==> config.mk <==
export PLATFORM = sky130hd
export DESIGN_NAME = sample_packer
export DESIGN_NICKNAME = d
export VERILOG_FILES = /design/src/rtl/sample_packer.sv
export SDC_FILE = /design/constraint.sdc
export NUM_CORES = 1
export LEC_CHECK = 0
export CAP_MARGIN = 20
export CORE_AREA = 2 2 111 193
export DETAILED_ROUTE_END_ITERATION = 8
export DIE_AREA = 0 0 113 195
export GPL_ROUTABILITY_DRIVEN = 0
export GPL_TIMING_DRIVEN = 0
export HOLD_SLACK_MARGIN = 0.03
export PLACE_DENSITY = 0.78
export SLEW_MARGIN = 25
export SYNTH_ARGS = -nofsm -noshare
export SYNTH_HDL_FRONTEND = slang
export SYNTH_SLANG_ARGS = --single-unit
export TNS_END_PERCENT = 1
==> constraint.sdc <==
create_clock -name clock -period 4.3 [get_ports clock]
set_clock_uncertainty 0.15 [all_clocks]
set_input_delay 0.43 -clock clock [delete_from_list [all_inputs] [get_ports clock]]
set_output_delay 0.43 -clock clock [all_outputs]
set_load 0.02 [all_outputs]
==> src/rtl/sample_packer.sv <==
// sample_packer: packs 10-bit samples densely (8 samples -> 5 words) into 16-bit words
// and buffers them in a FIFO drained over a valid/ready handshake.
module sample_packer #(
   parameter int FIFO_DEPTH = 16
) (
   input  logic                          clock,
   input  logic                          nReset,
   input  logic                          collectData,
   input  logic [9:0]                    dataIn,
   input  logic                          outReady,
   output logic [15:0]                   outData,
   output logic                          outValid,
   output logic                          bufferOverflow,
   output logic [$clog2(FIFO_DEPTH):0]   fifoLevel
);
   localparam int AW = $clog2(FIFO_DEPTH);
   logic [2:0] k;
   logic [3:0] nres;
   logic [13:0] res, res_n;
   logic [23:0] acc;
   logic done, prev, push, pop, full;
   logic [AW-1:0] wr_ptr, rd_ptr, rd_n;
   logic [AW:0] level_n;
   logic [15:0] mem [FIFO_DEPTH];
   // Residual bit count before sample k is (10*k) mod 16.
   always_comb begin
      nres = {k[0], 3'b000} + {k, 1'b0};
      acc = ({14'b0, dataIn} << nres) | {10'b0, res};
      done = collectData && nres >= 4'd6;
      res_n = done ? {6'b0, acc[23:16]} : acc[13:0];
      full = fifoLevel[AW];
      pop = outValid && outReady;
      push = done && (!full || pop);
      rd_n = rd_ptr + AW'(pop);
      level_n = fifoLevel + (AW+1)'(push) - (AW+1)'(pop);
   end
   always_ff @(posedge clock or negedge nReset)
      if (!nReset) begin
         k <= '0;
         res <= '0;
         prev <= 1'b0;
         wr_ptr <= '0;
         rd_ptr <= '0;
         fifoLevel <= '0;
         outValid <= 1'b0;
         outData <= '0;
         bufferOverflow <= 1'b0;
      end else begin
         prev <= collectData;
         k <= collectData ? k + 3'd1 : 3'd0;
         res <= collectData ? res_n : 14'd0;
         wr_ptr <= wr_ptr + AW'(push);
         rd_ptr <= rd_n;
         fifoLevel <= level_n;
         outValid <= |level_n;
         // A word written into an otherwise empty FIFO bypasses the memory to the head register.
         outData <= (fifoLevel == (AW+1)'(pop) && push) ? acc[15:0] : mem[rd_n];
         bufferOverflow <= (done && !push) ? 1'b1 : (collectData && !prev) ? 1'b0 : bufferOverflow;
      end
   always_ff @(posedge clock)
      if (push) mem[wr_ptr] <= acc[15:0];
endmodule

Word-level counts from Yosys, hierarchy flattened
Memories as Yosys holds them, arrays and structs flattened.
Index checks and enable logic that the tools add are counted.
Widths: inputs -> output; s select.

storage, ports and cells
  bits in registers = 49
  RAM bits = 256
  input port bits = 14
  output and inout port bits = 23
  logic and storage cells = 40
  memories = 1

operators by class
  add/subtract/negate cells = 6
  order comparisons = 1
  equality and inequality tests = 1
  shifts and indexed selects = 1
  muxes and demuxes = 8
  bitwise gates (word level) = 1
  reductions and logical operators = 12

memory list
  memory  words  width  read ports  clocked after Yosys merged registers in  wr ports  RTL line  text
  mem     16     16     1           0                                        1         24        logic [15:0] mem [FIFO_DEPTH];

operator list
  operator             count
  $mux 14              2
  $or 24x14->24        1
  $shl 10x4->24        1
  $mux 16              1
  $add 4x1->4          2
  $logic_and 1x1->1    6
  $add 5x1->5          1
  $eq 5x1->1           1
  $reduce_or 5->1      1
  $sub 5x1->5          1
  $add 4x4->4          1
  $ge 4x3->1 const B   1
  $mux 1               4
  $add 3x1->3 const B  1
  $logic_not 1->1      3
  $mux 3               1
  $reduce_bool 2->1    1
  $logic_or 1x1->1     1

Depth between registers and ports, before layout
  word-level depth = 7
  depth in mapped cells = 13
  depth with buffers taken out = 13

Least setup slack after synthesis
Ideal clock, no wire load.

  path type = register -> register
  start point = register k[0]
  end point = memory mem[0][0], enable pin
  library setup time = 0.409 ns
  arrival time = 2.584 ns
  slack = 1.156 ns
  cell stages (with the launch flop) = 7
  path buffers = 0
  cell sequence = dfrtp_1 ha_1 or3_1 o311ai_2 nand2b_1 or3_1 nor3_1

on the way
  longest elaborated chain between the ends = 6

RTL lines
  element                       RTL line  text
  start, declared               17        logic [2:0] k;
  start signal, assigned        50        k <= collectData ? k + 3'd1 : 3'd0;
  $add 4x4->4                   27        nres = {k[0], 3'b000} + {k, 1'b0};
  $ge 4x3->1                    29        done = collectData && nres >= 4'd6;
  $logic_and 1x1->1             29
  $logic_and 1x1->1             33        push = done && (!full || pop);
  $mux 1                        61        if (push) mem[wr_ptr] <= acc[15:0];
  $mux 1 (implied by the code)  61
  end, declared                 24

No other way between the ends.

Worst setup path after layout
  start point = register outValid
  end point = register outData[12]

on the way
  elaborated cells on any way between the ends = 8

RTL lines
  element                 RTL line  text
  start, declared         12        output logic outValid,
  start signal, assigned  55        outValid <= |level_n;
  $logic_and 1x1->1       32        pop = outValid && outReady;
  $add 4x1->4             34        rd_n = rd_ptr + AW'(pop);
  named net rd_n[1]       22        logic [AW-1:0] wr_ptr, rd_ptr, rd_n;
  $mem_v2 16x16           --
  $mux 16                 57        outData <= (fifoLevel == (AW+1)'(pop) && push) ? acc[15:0] : mem[rd_n];
  end signal, assigned    57
  end, declared           11        output logic [15:0] outData,

The timed path passes the listed nets, and every way through them passes these cells.
A chain may end at the register's enable or synchronous reset.

==> metrics <==
final setup violation count 0; Synth-to-Final Area Change 13.84%; n_diodes 0; clock root cell clkbuf_16; GRT Total Usage 24.19%; Final Hold Viols 0; DRT Wirelength 26.04 mm; Slew @ Worst Pin 0.8551 ns; period utilization 77.72%; cell area after synthesis 12320 µm²; vias in the first global route 6718; first-pass GRT wire length 39.88 mm; Worst Setup EP outData[12]; Layout fillers 1273; layout cells sized above 1 25.13%; antenna viol nets, final 0; setup TNS 0 ns; data arrival time of the critical path 3.57 ns; total congestion overflow 0; later-pin clock latency in the skew report 0.54 ns; die area 22040 µm²; Buf+Inv Stages, Crit Path 3; Setup crit end kind flop; Critical Path, Cell by Cell nand2_1, inv_1, ha_1, ha_1, clkbuf_1, clkbuf_1, mux4_2, mux2i_1, a221oi_1; core area 20370 µm²; most common cell after layout, fill and taps aside edfxtp_1; Slew headroom 43.00%; Initial DRC Count 568; Worst path depth 9; total power 0.009862 W; Synth Flop Type edfxtp_1; Yosys warnings 0; Core Rows 69; Post-synth EDFFs 256; Horiz. Die Dim 113 µm; Max Cap Viol 0; Tmin final 3.342 ns; most frequent cells in the layout edfxtp_1, mux4_2, dfrtp_1; worst hold-check path type primary input to async pin; Final HPWL DP 17.84 mm; Die Y 195 µm; initial antenna violation count 0; vias per cell 6.362; DRC Markers 6; pwr/cell area 703.2 nW/µm²; failing checks DRC; CP startpoint kind flop; final count of pins violating max slew 0; CTS max path bufs 3; register area share after synthesis 72.35%; Port-buffer cells 36; reg2reg end outData[12]; final setup margin 0.9581 ns; drt pass-1 iters 6; CTS tree done; H-tree levels 1; Post-CTS Setup Inserts 0; Mean Syn Cell Area 19.19 µm²; fmax 0.2992 GHz; flop2flop setup slack 0.96 ns; Core Util, Final 68.83%; largest net degree at the start of global routing 50; RSZ-0062 raised after global routing no; Hold Slack 0.3139 ns; Synth Instances 642; Yosys reg bits 305; Critical Path Fanout Max 10; WL per Instance 26.14 µm; Static Leak 4.898 nW; CTS sink count 305; Initial Util 60.46%; CTS Buf Count 26; slowest stage delay, CP 0.68 ns; Via Count 6337; Setup CP Type flop to flop; CP required 4.53 ns; Netlist cell types 45; dpl ws 0.5002 ns; Nets 755; run status complete, but fails checks; worst r2r src outValid; net count after synthesis 668; clock slew at reported path FFs 0.07 ns; Worst IR Drop VDD 0.3764 mV; Post-synth ARST share 16.07%; Worst Setup SP outValid; R2R depth 9; delay-heaviest family, CP buffers and inverters; Slowest cell on crit path clkbuf_1; I/O pin count 37
## where the power goes
part,internal (W),leakage [nW],switching (W)
combinational,0.00183,1.61,0.00219
sequential,0.00360,2.92,0.000111
clock,0.00111,0.365,0.00102
## layer usage
layer / track usage, % / up-vias / wire [µm]
li1: - / 2723 / -
met1: 29.30 / 3322 / 9532
met2: 44.69 / 240 / 14540
met3: 2.700 / 52 / 1210
met4: 8.311 / 0 / 749
met5: 0 / - / 0
## stage by stage
stage	instance area, µm²	std cells
2_1_floorplan	12320	642
3_5_place_dp	13250	948
6_report	14020	996
4_1_cts	14020	996
3_3_place_gp	12990	926
5_1_grt	14020	996
## worst min path at each step
stage | endpoint | cells after the start
after floorplan | bufferOverflow | 0
after global placement | bufferOverflow | 2
after detailed placement | bufferOverflow | 2
after CTS | fifoLevel[1] | 2
after global routing | fifoLevel[3] | 2
final | fifoLevel[1] | 2
## synthesized netlist by cell type (2+ instances only)
cell type	instances	area, µm²
nor2_1	35	131.4
clkbuf_1	9	33.78
mux2_2	8	90.09
dfrtp_1	49	1226
edfxtp_1	256	7687
nand3_1	5	25.02
xnor2_1	4	35.03
a21o_1	5	37.54
nand2b_1	7	43.79
o211ai_1	4	30.03
inv_1	20	75.07
or3_1	4	25.02
a221oi_2	10	150.1
a21oi_1	14	70.07
and3_1	4	25.02
nand4_1	2	12.51
nand3b_1	2	15.01
a211oi_1	2	15.01
nor2b_1	9	56.30
ha_1	11	137.6
a22oi_1	2	15.01
mux4_2	66	1486
mux2i_1	34	340.3
a31o_2	2	17.52
o2bb2ai_1	2	17.52
buf_2	10	50.05
a311oi_1	2	17.52
and2_1	3	18.77
buf_4	9	67.56
a221oi_1	6	52.55
o21ai_0	12	60.06
nand2_1	11	41.29
xor2_1	6	52.55
nor3_1	6	30.03
## flip-flops by register name, indices dropped and copies added, names as in the netlist
register,count
fifoLevel,5
k,3
mem,256
outValid,1
wr_ptr,4
prev,1
res,14
rd_ptr,4
bufferOverflow,1
outData,16
## area by class of cell
class	instances	area, µm²	share of cell area (%)
Tap cell	248	310.3	2.213
Multi-Input combinational cell	287	3222	22.97
Clock buffer	30	665.6	4.746
Sequential cell	305	8914	63.56
Buffer	30	166.4	1.187
Inverter	20	75.07	0.5353
Clock inverter	17	93.84	0.6691
Timing Repair Buffer	59	578.1	4.122
## cell families (layout without fill, tap and decap cells)
kind of cell,after synthesis,in the layout,synth area share (%)
AO/OA/AOI/OAI,64,64,4.174
XOR/XNOR,11,11,0.8430
adder cells (fa/ha/maj),12,12,1.280
buffers and inverters,50,156,1.960
flip-flops,305,305,72.35
multiplexers,108,108,15.56
AND/OR/NAND/NOR,92,92,3.829
## repair_timing
| action | in CTS | in global routing |
|---|---|---|
| hold buffers | 1 | 0 |
| setup endpoints to repair | 0 | 0 |
| hold endpoints to repair | 49 | 0 |
| resized for setup | 0 | 0 |
Power figures use the tool's default switching activity.
